===== src/rtl/pipe_pkg.sv =====
// Shared definitions for the ID/EX skid-buffered stage register:
// control-bit positions, default side-effect mask, payload sizing.
package pipe_pkg;

    localparam int CTRL_MEMWRITE = 0;
    localparam int CTRL_REGWRITE = 1;
    localparam int CTRL_MEMTOREG = 2;
    localparam int CTRL_ALUSRC   = 3;
    localparam int CTRL_ALUOP_LO = 4;
    localparam int CTRL_ALUOP_HI = 7;
    localparam int CTRL_LLB      = 8;
    localparam int CTRL_LHB      = 9;

    localparam logic [15:0] SE_MASK_DEF =
        (16'h1 << CTRL_MEMWRITE) | (16'h1 << CTRL_REGWRITE);

    function automatic int payload_w(int dw, int n, int cw);
        return dw * (1 + n) + cw + 1;
    endfunction

endpackage


===== src/rtl/pipe_stage_skid_if.sv =====
// Valid/ready bundle carrying one stage-register entry:
// PC, packed operand channels, control vector and noop flag.
interface pipe_stage_skid_if #(
    parameter int DATA_W   = 16,
    parameter int NUM_OPND = 3,
    parameter int CTRL_W   = 16
);
    logic                       valid;
    logic                       ready;
    logic [DATA_W-1:0]          pc;
    logic [NUM_OPND*DATA_W-1:0] opnd;
    logic [CTRL_W-1:0]          ctrl;
    logic                       noop;

    modport master (
        output valid, pc, opnd, ctrl, noop,
        input  ready
    );

    modport slave (
        input  valid, pc, opnd, ctrl, noop,
        output ready
    );
endinterface


===== src/rtl/pipe_slot.sv =====
// One storage slot: a valid flop plus a load-enabled payload
// register, both cleared by the asynchronous active-low reset.
module pipe_slot #(
    parameter int W = 8
) (
    input  logic         clk,
    input  logic         rst_n,
    input  logic         valid_i,
    input  logic         load_i,
    input  logic [W-1:0] data_i,
    output logic         valid_o,
    output logic [W-1:0] data_o
);
    logic         valid_q;
    logic [W-1:0] data_q;

    // valid bit follows its next-state every cycle
    always_ff @(posedge clk or negedge rst_n) begin
        if (!rst_n) valid_q <= 1'b0;
        else        valid_q <= valid_i;
    end

    // payload only changes when a new entry is written
    always_ff @(posedge clk or negedge rst_n) begin
        if (!rst_n)      data_q <= '0;
        else if (load_i) data_q <= data_i;
    end

    assign valid_o = valid_q;
    assign data_o  = data_q;
endmodule


===== src/rtl/pipe_stage_skid.sv =====
// ID/EX stage register with a 2-entry skid buffer (main M + skid S),
// flush, side-effect masking on bubbles and saturating perf counters.
module pipe_stage_skid
    import pipe_pkg::*;
#(
    parameter int                DATA_W   = 16,
    parameter int                NUM_OPND = 3,
    parameter int                CTRL_W   = 16,
    parameter logic [CTRL_W-1:0] SE_MASK  = CTRL_W'(SE_MASK_DEF),
    parameter int                CNT_W    = 16
) (
    input  logic                  clk,
    input  logic                  rst,
    input  logic                  flush,
    pipe_stage_skid_if.slave      in_if,
    pipe_stage_skid_if.master     out_if,
    output logic [CNT_W-1:0]      stall_cnt,
    output logic [CNT_W-1:0]      bubble_cnt
);
    localparam int PW = payload_w(DATA_W, NUM_OPND, CTRL_W);
    localparam int OW = NUM_OPND * DATA_W;

    logic          acc;
    logic          cons;
    logic          m_vld_q;
    logic          s_vld_q;
    logic          m_vld_d;
    logic          s_vld_d;
    logic          m_ld;
    logic          s_ld;
    logic [PW-1:0] in_pay;
    logic [PW-1:0] m_pay_d;
    logic [PW-1:0] m_pay_q;
    logic [PW-1:0] s_pay_q;
    logic [CTRL_W-1:0] m_ctrl;
    logic          m_noop;
    logic [CNT_W-1:0] stall_q;
    logic [CNT_W-1:0] stall_d;
    logic [CNT_W-1:0] bubble_q;
    logic [CNT_W-1:0] bubble_d;

    assign in_pay = {in_if.pc, in_if.opnd, in_if.ctrl, in_if.noop};

    // ready comes straight from the skid valid flop
    assign in_if.ready = ~s_vld_q;
    assign acc  = in_if.valid & ~s_vld_q;
    assign cons = m_vld_q & out_if.ready;

    // slot next-state: flush, fill/pass-through, drain skid, park in skid
    always_comb begin
        m_vld_d = m_vld_q;
        s_vld_d = s_vld_q;
        m_ld    = 1'b0;
        s_ld    = 1'b0;
        m_pay_d = in_pay;
        if (flush) begin
            m_vld_d = 1'b0;
            s_vld_d = 1'b0;
        end else if (!m_vld_q || (cons && !s_vld_q)) begin
            m_vld_d = acc;
            m_ld    = acc;
        end else if (cons) begin
            m_vld_d = 1'b1;
            m_ld    = 1'b1;
            m_pay_d = s_pay_q;
            s_vld_d = 1'b0;
        end else if (acc) begin
            s_vld_d = 1'b1;
            s_ld    = 1'b1;
        end
    end

    pipe_slot #(.W(PW)) u_m (
        .clk     (clk),
        .rst_n   (rst),
        .valid_i (m_vld_d),
        .load_i  (m_ld),
        .data_i  (m_pay_d),
        .valid_o (m_vld_q),
        .data_o  (m_pay_q)
    );

    pipe_slot #(.W(PW)) u_s (
        .clk     (clk),
        .rst_n   (rst),
        .valid_i (s_vld_d),
        .load_i  (s_ld),
        .data_i  (in_pay),
        .valid_o (s_vld_q),
        .data_o  (s_pay_q)
    );

    assign m_ctrl = m_pay_q[1 +: CTRL_W];
    assign m_noop = m_pay_q[0];

    assign out_if.valid = m_vld_q;
    assign out_if.pc    = m_pay_q[PW-1 -: DATA_W];
    assign out_if.opnd  = m_pay_q[CTRL_W+1 +: OW];
    assign out_if.noop  = m_noop;
    assign out_if.ctrl  = (!m_vld_q || m_noop) ? (m_ctrl & ~SE_MASK)
                                               : m_ctrl;

    // saturating counters; flush cycles are not sampled
    always_comb begin
        stall_d  = stall_q;
        bubble_d = bubble_q;
        if (!flush) begin
            if (m_vld_q && !out_if.ready && stall_q != '1)
                stall_d = stall_q + 1'b1;
            if (!m_vld_q && out_if.ready && bubble_q != '1)
                bubble_d = bubble_q + 1'b1;
        end
    end

    // counter registers
    always_ff @(posedge clk or negedge rst) begin
        if (!rst) begin
            stall_q  <= '0;
            bubble_q <= '0;
        end else begin
            stall_q  <= stall_d;
            bubble_q <= bubble_d;
        end
    end

    assign stall_cnt  = stall_q;
    assign bubble_cnt = bubble_q;
endmodule


===== src/flat_wrapper.sv =====
// flat-port wrapper written by rule: the top's interface ports become plain ports
module pipe_stage_skid_flat import pipe_pkg::*;
#(
    parameter int                DATA_W   = 16,
    parameter int                NUM_OPND = 3,
    parameter int                CTRL_W   = 16,
    parameter logic [CTRL_W-1:0] SE_MASK  = CTRL_W'(SE_MASK_DEF),
    parameter int                CNT_W    = 16
)
  (clk, rst, flush, stall_cnt, bubble_cnt, in_if_valid, in_if_pc, in_if_opnd, in_if_ctrl, in_if_noop, in_if_ready, out_if_valid, out_if_pc, out_if_opnd, out_if_ctrl, out_if_noop, out_if_ready);
  pipe_stage_skid_if #(.DATA_W(DATA_W), .NUM_OPND(NUM_OPND), .CTRL_W(CTRL_W)) in_if_i ();
  pipe_stage_skid_if #(.DATA_W(DATA_W), .NUM_OPND(NUM_OPND), .CTRL_W(CTRL_W)) out_if_i ();
  input  logic clk;
  input  logic rst;
  input  logic flush;
  output logic [CNT_W-1:0] stall_cnt;
  output logic [CNT_W-1:0] bubble_cnt;
  input wire logic [$bits(in_if_i.valid)-1:0] in_if_valid;
  input wire logic [$bits(in_if_i.pc)-1:0] in_if_pc;
  input wire logic [$bits(in_if_i.opnd)-1:0] in_if_opnd;
  input wire logic [$bits(in_if_i.ctrl)-1:0] in_if_ctrl;
  input wire logic [$bits(in_if_i.noop)-1:0] in_if_noop;
  output wire logic [$bits(in_if_i.ready)-1:0] in_if_ready;
  output wire logic [$bits(out_if_i.valid)-1:0] out_if_valid;
  output wire logic [$bits(out_if_i.pc)-1:0] out_if_pc;
  output wire logic [$bits(out_if_i.opnd)-1:0] out_if_opnd;
  output wire logic [$bits(out_if_i.ctrl)-1:0] out_if_ctrl;
  output wire logic [$bits(out_if_i.noop)-1:0] out_if_noop;
  input wire logic [$bits(out_if_i.ready)-1:0] out_if_ready;
  assign in_if_i.valid = in_if_valid;
  assign in_if_i.pc = in_if_pc;
  assign in_if_i.opnd = in_if_opnd;
  assign in_if_i.ctrl = in_if_ctrl;
  assign in_if_i.noop = in_if_noop;
  assign in_if_ready = in_if_i.ready;
  assign out_if_valid = out_if_i.valid;
  assign out_if_pc = out_if_i.pc;
  assign out_if_opnd = out_if_i.opnd;
  assign out_if_ctrl = out_if_i.ctrl;
  assign out_if_noop = out_if_i.noop;
  assign out_if_i.ready = out_if_ready;
  pipe_stage_skid #(.DATA_W(DATA_W), .NUM_OPND(NUM_OPND), .CTRL_W(CTRL_W), .SE_MASK(SE_MASK), .CNT_W(CNT_W)) u_core (.clk(clk), .rst(rst), .flush(flush), .in_if(in_if_i), .out_if(out_if_i), .stall_cnt(stall_cnt), .bubble_cnt(bubble_cnt));
endmodule

===== config.mk =====
export PLATFORM = sky130hd
export DESIGN_NAME = pipe_stage_skid_flat
export DESIGN_NICKNAME = d
export VERILOG_FILES = /design/src/rtl/pipe_pkg.sv /design/src/rtl/pipe_stage_skid_if.sv /design/src/rtl/pipe_slot.sv /design/src/rtl/pipe_stage_skid.sv /design/src/flat_wrapper.sv
export SDC_FILE = /design/constraint.sdc
export NUM_CORES = 1
export LEC_CHECK = 0
export BUFFER_PORTS_ARGS = -buffer_cell sky130_fd_sc_hd__buf_2
export CORE_UTILIZATION = 49
export CTS_BUF_LIST = sky130_fd_sc_hd__clkbuf_4
export DETAILED_ROUTE_END_ITERATION = 16
export GPL_ROUTABILITY_DRIVEN = 0
export PLACE_DENSITY = 0.81
export SYNTH_ARGS = -nofsm -noshare
export SYNTH_HDL_FRONTEND = slang
export SYNTH_SLANG_ARGS = --single-unit

===== constraint.sdc =====
create_clock -name clk -period 2.4 [get_ports clk]
set_clock_uncertainty 0.1 [all_clocks]
set_input_delay 0.24 -clock clk [delete_from_list [all_inputs] [get_ports clk]]
set_output_delay 0.24 -clock clk [all_outputs]
set_load 0.05 [all_outputs]

==> metrics.md, run 1 <==
| Metric | Value |
|---|---|
| Combinational Power Share | 31.1% |
| Final Hold Fails | 0 |
| Max Buffers Root-to-Sink | 2 |
| Outcome | finished clean |
| Syn Nets | 849 |
| Ys flop type | dfrtp_1 |
| Final setup violation count | 0 |
| Total GRT Usage | 20.6% |
| Core ar. | 18000 um^2 |
| Sum of negative setup slack | 0 ps |
| Initial antenna violation count | 1 |
| Commonest non-fill, non-tap cell in the layout | buf_2 |
| VDD IR max | 613 uV |
| Routed WL | 19.3 mm |
| Pre-antenna DRT Iters | 4 |
| Power per cell area | roughly 840 nW/um^2 |
| Drt initial violations | 275 |
| Share of cells above drive strength 1 | 34.8% |
| Via count | 6355 |
| Residual DRC | 0 |
| Final Core Density | approximately three fifths |
| Vias/cell | 5.26 |
| P_int | 5.69 mW |
| Initial Utilization | between 40% and 50% |
| CTS tree | done |
| RR Startpoint | u_core.u_m.valid_o |
| Total grt overflow | 0 |
| Max-slew violation count | 0 |
| CTS sink count | 196 |
| Setup Crit Path Kind | flop to flop |
| Asr flop ratio synth | 100% |
| Worst setup SP type | flop |
| Top cell type by total area after synthesis | dfrtp_1 |
| Worst endpoint required time | 2800 ps |
| Total CTS buffers | 17 |
| First-pass GRT wire length | 30.1 mm |
| Post-synth EDFFs | 0 |
| Die W | between 100 and 150 um |
| Sequential share of power | 48.5% |
| Register bit total from synthesis | around 200 |
| CTS HTree Levels | 4 |
| Clock Power Share | 20.4% |
| CTS clk-pin slew, worst paths | 160 ps |
| Max Clk Rate | 461 MHz |
| Post-route clock period utilization | 90.3% |
| Yosys warns | 0 |
| # IOs | between 200 and 250 |
| Die area | 18900 um^2 |
| Synth area leaders | dfrtp_1, mux2_2, mux2i_1 |
| Worst-margin pin slew | 652 ps |
| Setup crit start | u_core.u_m.valid_o |
| Hold Path Class | input port to asynchronous set/reset pin |
| Leakage | 5.54 nW |
| Cells after synthesis | around 760 |
| Port bufs | 200 |
| Switch share | a little under two fifths |
| Netlist cell types | 39 |
| Max-slew headroom | 56.5% |
| Synth top area share | 54.7% |
| Worst-path fanout max | 11 |
| Post-DP HPWL | around 12 mm |
| Tmin final | 2170 ps |
| Final ANT Viol Nets | 0 |
| Clock latency at the later pin of the worst-skew pair | 570 ps |
| Maximum capacitance violations | 0 |
| Commonest cells after routing, fill and taps aside | buf_2, dfrtp_1, dlygate4sd3_1 |
| RSZ-0062 raised after global routing | no |
| Setup bufs post-CTS | 0 |
| Area growth from synthesis to layout | 21.6% |
| Critical Path End Type | flop |
| Sw Pwr | 3.51 mW |
| Largest net degree at the start of global routing | 76 |
| Register area share after synthesis | 54.7% |
| Cell Area, Synth | roughly 9000 um^2 |
| Crit path DAT | 2570 ps |
| Net count reported at finish | about 1100 |
| Height of the die | 137 um |
| Avg WL per Cell | 16.0 um |
| CTS root buffer | clkbuf_4 |
| Vias in the first global route | 6179 |
| Syn Area/Cell | approximately 12 um^2 |
| Num rows | 49 |
-- cell type report --
class	count	area (um^2)
diodes	1	2.50
clock buffers	17	128
clock inverters	15	178
fillers	1401	7050
inverters	3	11.3
multi-input cells	445	3330
flip-flops and latches	196	4900
well taps	229	287
repair buffers	302	2070
-- critical path, cell delays in order, from the launching register on --
cell       delay, ps
dfrtp_1          370
buf_4            180
nor3b_2          500
nand4_1          230
a2111oi_0        530
xor2_1           200
-- synthesized netlist by cell type, types with 2 or more instances --
cell type,count
dfrtp_1,196
a21oi_1,85
nor2_1,85
mux2_2,84
mux2i_1,81
buf_4,78
clkbuf_1,26
xor2_1,18
nand3_1,12
buf_2,11
nand2_1,10
xnor2_1,10
nor3_1,7
and4_1,6
nand4_1,6
o21ai_0,4
a211oi_1,3
and3_1,3
inv_1,3
nor3b_1,3
nor4_2,3
and2_1,2
and3b_1,2
buf_1,2
ha_1,2
nand2b_1,2
nand4b_1,2
nor4_1,2
nor4b_1,2
or2_2,2
-- logic make-up (layout without fill, tap and decap cells) --
| family | after synthesis | after routing | synth area share, % |
|---|---|---|---|
| xor gates and xnor gates | 28 | 28 | 2.73 |
| adders and majority gates | 2 | 2 | 0.279 |
| DFF | 196 | 196 | 54.7 |
| and+or+nand+nor | 154 | 154 | 8.63 |
| muxes | 165 | 165 | 19.6 |
| buffers and inverters | 120 | 337 | 8.44 |
| AOI/OAI and AO/OA | 96 | 96 | 5.66 |
| other | 0 | 1 | 0 |
-- stage by stage --
step | power, mW | cell area [um^2] | hold WS [ps] | instances | setup slack [ps]
after floorplan | 6.85 | 8970 | -156 | 761 | 40.9
after global placement | 7.18 | 9740 | 212 | 1089 | 297
after detailed placement | 7.27 | 9740 | 215 | 1089 | 259
after CTS | 9.26 | 10900 | 109 | 1207 | 267
after global routing | 9.68 | 10900 | 145 | 1208 | 44.3
final | 9.20 | 10900 | 125 | 1208 | 233
-- per-layer routing --
metal  up-vias  share of wire [%]  track usage (%)
met5         -                  0                0
met4         0                3.6             10.6
met3        48                4.0             3.97
met2       178                 50             34.7
met1      3143                 43             25.1
li1       2986                  -                -
-- registers in the layout (all words and copies together), names as in the netlist --
name / cells
u_core.bubble_cnt: 16
u_core.u_s.data_o: 81
u_core.u_m.valid_o: 1
u_core.u_s.valid_o: 1
u_core.stall_cnt: 16
u_core.u_m.data_o: 81
-- what timing repair did --
item                                   CTS  global route
hold buffers                            86             0
gates resized for setup                  0             0
endpoints found under the hold margin  242             0
-- worst paths after layout --
check	slack, ps	to	cells past startpoint
worst max-delay path	230	u_core.stall_cnt[9]	5
worst min-delay path	120	u_core.u_m.data_o[48]	2
worst max register to register	230	u_core.stall_cnt[9]	5
worst min register to register	400	u_core.bubble_cnt[8]	1
max in group asynchronous	1340	u_core.u_s.data_o[61]	3
min in group clk	250	u_core.u_m.data_o[20]	5
-- power groups by stage --
stage | clock [mW] | combinational (mW) | sequential [mW]
detailed placement | 0 | 2.75 | 4.52
CTS | 1.94 | 2.86 | 4.45
finish | 1.88 | 2.86 | 4.46
global route | 2.06 | 3.05 | 4.56
global placement | 0 | 2.69 | 4.49
floorplan | 0 | 2.10 | 4.75
Note: power is estimated with default switching activity, not from simulation.
==> run 2: changes to the inputs <==
--- a/config.mk
+++ b/config.mk
@@ -5,12 +5,14 @@
 export SDC_FILE = /design/constraint.sdc
 export NUM_CORES = 1
 export LEC_CHECK = 0
+export ABC_AREA = 1
 export BUFFER_PORTS_ARGS = -buffer_cell sky130_fd_sc_hd__buf_2
+export CORE_ASPECT_RATIO = 0.7
 export CORE_UTILIZATION = 49
 export CTS_BUF_LIST = sky130_fd_sc_hd__clkbuf_4
 export DETAILED_ROUTE_END_ITERATION = 16
 export GPL_ROUTABILITY_DRIVEN = 0
-export PLACE_DENSITY = 0.81
+export PLACE_DENSITY = 0.8
 export SYNTH_ARGS = -nofsm -noshare
 export SYNTH_HDL_FRONTEND = slang
 export SYNTH_SLANG_ARGS = --single-unit
==> run 2 against run 1 <==
Net effect: worst hold slack got worse by 72 ps; cell area increased by 9.1%; register-to-register slack improved by 70 ps; non-clock buffer count increased by 1; die area increased by 14%; cell count increased by 44%; combinational power decreased by 6%; global-route usage increased by 3.0 points; count of clock-buffer cells in the layout increased by 1; largest cell class unchanged; synthesized area increased by 14%; highest routed layer unchanged; total power decreased by 4.1%; via count increased by 37%.
==> metrics.md, run 2 <==
| Metric | Value |
|---|---|
| Outcome | finished clean |
| VDD IR max | 445 uV (-27%) |
| Post-cts sizing count | 0 (unchanged) |
| Most frequent cell after synthesis | nand2_1 |
| Power per cell area | 741 nW/um^2 (-12%) |
| Pre-CTS setup slack | 494 ps (+235 ps) |
| Sw Pwr | 3.51 mW (-0.16%) |
| Setup Crit Path Kind | input port to flop |
| Crit path DAT | 2490 ps (-80 ps) |
| Hold Slack | 53.2 ps (-71.7 ps) |
| Residual DRC | 0 (unchanged) |
| Combinational Power Share | 30.5% (-0.6 points) |
| Pre-antenna DRT Iters | 7 (+3) |
| Total GRT Usage | 23.6% (+3.0 points) |
| RR Startpoint | u_core.u_m.valid_o |
| Avg WL per Cell | 14.2 um (-11%) |
| RSZ-0062 raised after global routing | no |
| Vias in the first global route | 8112 (+31%) |
| CTS tree | done |
| Height of the die | 123 um (-11%) |
| Via count | 8690 (+37%) |
| Hold path start | flush |
| Cells after synthesis | 1274 (+67%) |
| Net count reported at finish | 1540 (+46%) |
| Port bufs | 200 (unchanged) |
| Initial antenna violation count | 1 (unchanged) |
| Total chip power | 8.83 mW (-4.1%) |
| Sum of negative setup slack | 0 ps (unchanged) |
| Tmin final | 2110 ps (-61.7 ps) |
| Worst hold path cell count | 4 |
| Switch share | 39.8% (+1.6 points) |
| Clock latency at the later pin of the worst-skew pair | 590 ps (+20 ps) |
| Largest net degree at the start of global routing | 97 (+28%) |
| Sequential share of power | 48.7% (+0.2 points) |
| Max Buffers Root-to-Sink | 2 (unchanged) |
| RR Endpoint | u_core.u_s.data_o[3] |
| Post-DP HPWL | 15.3 mm (+28%) |
| Commonest non-fill, non-tap cell in the layout | nand2_1 |
| Worst-margin pin slew | 592 ps (-59.5 ps) |
| Num rows | 43 (-12%) |
| Max-slew violation count | 0 (unchanged) |
| CTS HTree Levels | 4 (unchanged) |
| Worst Hold End | u_core.bubble_cnt[5] |
| Synth area leaders | dfrtp_1, nand2_1, nand3b_1 |
| Cell Area, Synth | 10200 um^2 (+14%) |
| # IOs | 201 (unchanged) |
| Synth top area share | 48.0% (-6.7 points) |
| Register area share after synthesis | 48.0% (-6.7 points) |
| Leading cell types by count after synthesis | nand2_1, dfrtp_1, inv_1 |
| Yosys warns | 0 (unchanged) |
| Placed cells | 1617 (+48%) |
| Max-slew headroom | 60.5% (+4.0 points) |
| Hold Path Class | input port to flop |
| CTS clk-pin slew, worst paths | 170 ps (about the same) |
| Worst setup SP type | input port |
| Final Hold Fails | 0 (unchanged) |
| Total CTS buffers | 17 (unchanged) |
| Asr flop ratio synth | 100% (unchanged) |
| First-pass GRT wire length | 40.2 mm (+33%) |
| Core ar. | 20100 um^2 (+12%) |
| Max Clk Rate | 475 MHz (+2.9%) |
| Final Core Density | 59.2% (-1.6 points) |
| Routed WL | 24.6 mm (+28%) |
| CTS sink count | 196 (unchanged) |
| Register bit total from synthesis | 196 (unchanged) |
| Worst-path fanout max | 24 (+13) |
| Ys flop type | dfrtp_1 |
| CTS root buffer | clkbuf_4 |
| R2r setup slk | 300 ps (+70 ps) |
| Final ANT Viol Nets | 0 (unchanged) |
| Post-route insts no fill | 1736 (+44%) |
| Worst endpoint required time | 2790 ps (about the same) |
| Initial Utilization | 50.8% (+0.85 points) |
| Share of cells above drive strength 1 | 18.3% (-16 points) |
| Vias/cell | 5.01 (-4.8%) |
| Top cell type by total area after synthesis | dfrtp_1 |
| Post-route clock period utilization | 87.7% (-2.6 points) |
| Area growth from synthesis to layout | 16.5% |
| Die W | 175 um (+27%) |
| Commonest cells after routing, fill and taps aside | nand2_1, buf_2, dfrtp_1 |
| Die area | 21400 um^2 (+14%) |
| Syn Nets | 1362 (+60%) |
| Critical Path End Type | flop |
| Finished Cell Area | 11900 um^2 (+9.1%) |
| Post-synth EDFFs | 0 (unchanged) |
| Placed inst area | 10700 um^2 (+10%) |
| P_int | 5.32 mW (-6.5%) |
| FF-to-FF path depth | 6 (+1) |
| Syn Area/Cell | 8.02 um^2 (-32%) |
| Clock Power Share | 20.9% (+0.5 points) |
| Drt initial violations | 762 (+180%) |
| Maximum capacitance violations | 0 (unchanged) |
| Netlist cell types | 29 (-26%) |
| Leakage | 6.37 nW (+15%) |
| Total grt overflow | 0 (unchanged) |
| Final setup violation count | 0 (unchanged) |
| Final worst slack | 294 ps (+61.7 ps) |
[run 2: critical path, cell delays in order]
cell           delay, ps
dlygate4sd3_1        550
buf_2                130
inv_2                100
nand2_1              190
nor2_4               230
nand3_4              280
nand2_1              150
o21ai_1               60
dlygate4sd3_1        550
[run 2: cell families (layout without fill, tap and decap cells)]
kind of cell	Yosys count	in the layout	share of synthesized area, %
simple gates	642	642	27.9
buf+inv	257	448	14.6
flops	196	196	48.0
compound gates	166	166	8.30
xor+xnor	11	11	0.943
fa+ha+maj	2	2	0.245
other cells	0	1	0
[run 2: area by class of cell]
class | count | area (um^2)
clock buffer | 18 | 135
sequential | 196 | 4900
inverter | 113 | 425
tap | 270 | 338
clock inverter | 14 | 166
fill | 1756 | 8220
antenna | 1 | 2.50
timing repair buffer | 303 | 2100
multi-input combinational | 821 | 3840
[run 2: power by group through the flow]
stage	combinational (mW)	sequential [mW]	clock, mW
finish	2.69	4.29	1.84
global route	2.91	4.37	2.04
CTS	2.69	4.28	1.90
detailed placement	2.58	4.34	0
global placement	2.53	4.32	0
floorplan	2.10	4.45	0
[run 2: worst max path at each step]
stage	depth (start not counted)	start	slack (ps)	endpoint
after floorplan	2	u_core.u_m.valid_o	120	out_if_ctrl[0]
after global placement	8	out_if_ready	560	u_core.u_s.data_o[13]
after detailed placement	7	u_core.u_m.valid_o	490	u_core.u_m.data_o[67]
after CTS	6	u_core.u_m.valid_o	310	u_core.u_s.data_o[3]
after global routing	6	u_core.u_m.valid_o	140	u_core.u_s.data_o[3]
final	9	out_if_ready	290	u_core.u_s.data_o[3]
[run 2: layer usage]
metal | up-vias | routed length (um) | GRT usage (%)
met3 | 42 | 1660 | 3.93
met4 | 0 | 453 | 8.15
li1 | 4275 | - | -
met1 | 4004 | 11200 | 32.4
met5 | - | 0 | 0
met2 | 369 | 11300 | 38.1
[run 2: timing repair]
item / in CTS / in global routing
setup endpoints to repair: 0 / 0
setup buffers: 0 / 0
hold buffers: 86 / 0
hold endpoints to repair: 360 / 0
==> run 3: changes to the inputs <==
--- a/config.mk
+++ b/config.mk
@@ -6,7 +6,7 @@
 export NUM_CORES = 1
 export LEC_CHECK = 0
 export ABC_AREA = 1
-export BUFFER_PORTS_ARGS = -buffer_cell sky130_fd_sc_hd__buf_2
+export BUFFER_PORTS_ARGS = -buffer_cell sky130_fd_sc_hd__buf_4
 export CORE_ASPECT_RATIO = 0.7
 export CORE_UTILIZATION = 49
 export CTS_BUF_LIST = sky130_fd_sc_hd__clkbuf_4
==> run 3 against run 2 <==
Net effect: critical endpoint is now out_if_ctrl[0]; clock power grew 3%; utilization grew 2.5 points; routed wire length up 1.7%.
==> metrics.md, run 3 (same netlist as run 2, synthesis figures left out) <==
| Metric | Value |
|---|---|
| Drt initial violations | 644 (-15%) |
| VDD IR max | 411 uV (-7.7%) |
| Hold Path Class | input port to asynchronous set/reset pin |
| Power per cell area | 734 nW/um^2 (-0.94%) |
| Cts-stage hold buffer count | 85 (-1.2%) |
| Die area | 21400 um^2 (unchanged) |
| FF-to-FF path depth | 6 (unchanged) |
| Placed inst area | 11200 um^2 (+4.7%) |
| Worst-margin pin slew | 639 ps (+46.3 ps) |
| Setup bufs post-CTS | 0 (unchanged) |
| R2r setup slk | 430 ps (+130 ps) |
| Area growth from synthesis to layout | 21.4% |
| Switch share | 38.4% (-1.3 points) |
| RSZ-0062 raised after global routing | no |
| # IOs | 201 (unchanged) |
| Via count | 8583 (-1.2%) |
| CTS tree | done |
| Routed WL | 25.0 mm (+1.7%) |
| Sw Pwr | 3.50 mW (-0.19%) |
| Post-cts sizing count | 0 (unchanged) |
| Pre-antenna DRT Iters | 5 (-2) |
| Commonest cells after routing, fill and taps aside | nand2_1, buf_4, dfrtp_1 |
| Initial Utilization | 50.8% (unchanged) |
| Hold Slack | 65.7 ps (+12.5 ps) |
| Sum of negative setup slack | 0 ps (unchanged) |
| P_int | 5.61 mW (+5.5%) |
| Outcome | finished clean |
| Clock Power Share | 20.8% (about the same) |
| Vias in the first global route | 8173 (+0.75%) |
| RR Startpoint | u_core.u_m.valid_o |
| Worst endpoint required time | 2060 ps (-730 ps) |
| Worst setup SP type | flop |
| Metal-1 WL | 12.1 mm (+8.2%) |
| Maximum capacitance violations | 0 (unchanged) |
| CTS sink count | 196 (unchanged) |
| Commonest non-fill, non-tap cell in the layout | nand2_1 |
| Combinational Power Share | 31.8% (+1.3 points) |
| Core ar. | 20100 um^2 (unchanged) |
| CTS root buffer | clkbuf_4 |
| Share of cells above drive strength 1 | 18.3% (-0.043 points) |
| Clock latency at the later pin of the worst-skew pair | 580 ps (about the same) |
| Max Clk Rate | 503 MHz (+5.9%) |
| Critical Path End Type | output port |
| Sequential share of power | 47.4% (-1.3 points) |
| Avg WL per Cell | 14.4 um (+1.8%) |
| Max-slew headroom | 57.4% (-3.1 points) |
| Setup Crit Path Kind | flop to output port |
| CTS clk-pin slew, worst paths | 170 ps (about the same) |
| Residual DRC | 0 (unchanged) |
| Height of the die | 123 um (unchanged) |
| First-pass GRT wire length | 41.2 mm (+2.5%) |
| Leakage | 6.48 nW (+1.8%) |
| Total CTS buffers | 17 (unchanged) |
| Total grt overflow | 0 (unchanged) |
| Final Hold Fails | 0 (unchanged) |
| Final setup violation count | 0 (unchanged) |
| Post-DP HPWL | 15.6 mm (+2.2%) |
| Finished Cell Area | 12400 um^2 (+4.2%) |
| Num rows | 43 (unchanged) |
| Largest net degree at the start of global routing | 97 (unchanged) |
| CTS HTree Levels | 4 (unchanged) |
| Die W | 175 um (unchanged) |
| Max Buffers Root-to-Sink | 2 (unchanged) |
| Vias/cell | 4.95 (-1.2%) |
| Total GRT Usage | 24.1% (+0.52 points) |
| Top Metal Used | met4 |
| Final ANT Viol Nets | 0 (unchanged) |
| Initial antenna violation count | 2 (+1) |
| Crit path DAT | 1650 ps (-840 ps) |
| Worst-path fanout max | 5 (-79%) |
| Net count reported at finish | 1538 (-0.13%) |
| Tmin final | 1990 ps (-117 ps) |
| Routed wl met3 | 1.55 mm (-6.6%) |
| Wire length on met2 | 10.9 mm (-3.2%) |
| Max-slew violation count | 0 (unchanged) |
| Port bufs | 200 (unchanged) |
| # fillers | 1699 (-3.2%) |
| RR Endpoint | u_core.u_s.data_o[38] |
| Post-route clock period utilization | 82.8% (-4.9 points) |
run 3: stage by stage:
stage | utilization [%] | power (mW) | setup WS, ps | instances
floorplan | - | 6.55 | 115 | 1274
global placement | 55.9 | 7.08 | 516 | 1616
detailed placement | 55.9 | 7.15 | 424 | 1616
CTS | 61.6 | 9.16 | 387 | 1733
global route | 61.6 | 9.60 | 256 | 1734
finish | 61.7 | 9.11 | 412 | 1735
run 3: power groups by stage:
stage          combinational [mW]  sequential, mW  clock, mW
6_report                     2.89            4.32       1.90
3_5_place_dp                 2.79            4.36          0
3_3_place_gp                 2.73            4.35          0
5_1_grt                      3.12            4.39       2.09
2_1_floorplan                2.10            4.45          0
4_1_cts                      2.90            4.31       1.95
run 3: area by class of cell:
type / instances / area (um^2) / area share, %
antenna: 2 / 5.00 / 0.0403
timing repair buffer: 301 / 2590 / 20.9
tap: 270 / 338 / 2.72
sequential: 196 / 4900 / 39.5
clock buffer: 18 / 135 / 1.09
multi-input combinational: 821 / 3840 / 30.9
inverter: 113 / 425 / 3.43
clock inverter: 14 / 171 / 1.38
run 3: how the worst max path moves through the flow:
stage                     slack [ps]                from  cells past startpoint               endpoint
after floorplan                  120  u_core.u_m.valid_o                      2         out_if_ctrl[0]
after global placement           520        out_if_ready                      8  u_core.u_s.data_o[35]
after detailed placement         420        out_if_ready                      8  u_core.u_s.data_o[38]
after CTS                        390  u_core.u_m.valid_o                      3         out_if_ctrl[0]
after global routing             260  u_core.u_m.valid_o                      5   u_core.u_s.data_o[2]
final                            410  u_core.u_m.valid_o                      3         out_if_ctrl[0]
run 3: per-layer routing:
metal,vias to the layer above,global-route usage [%]
met1,3962,34.5
met2,306,37.0
li1,4276,-
met3,39,5.30
met4,0,6.79
met5,-,0
run 3: worst max-delay path, cell delays in order, from the launching register on:
cell	delay (ps)
dfrtp_1	460
inv_2	90
nor3b_1	270
buf_4	260
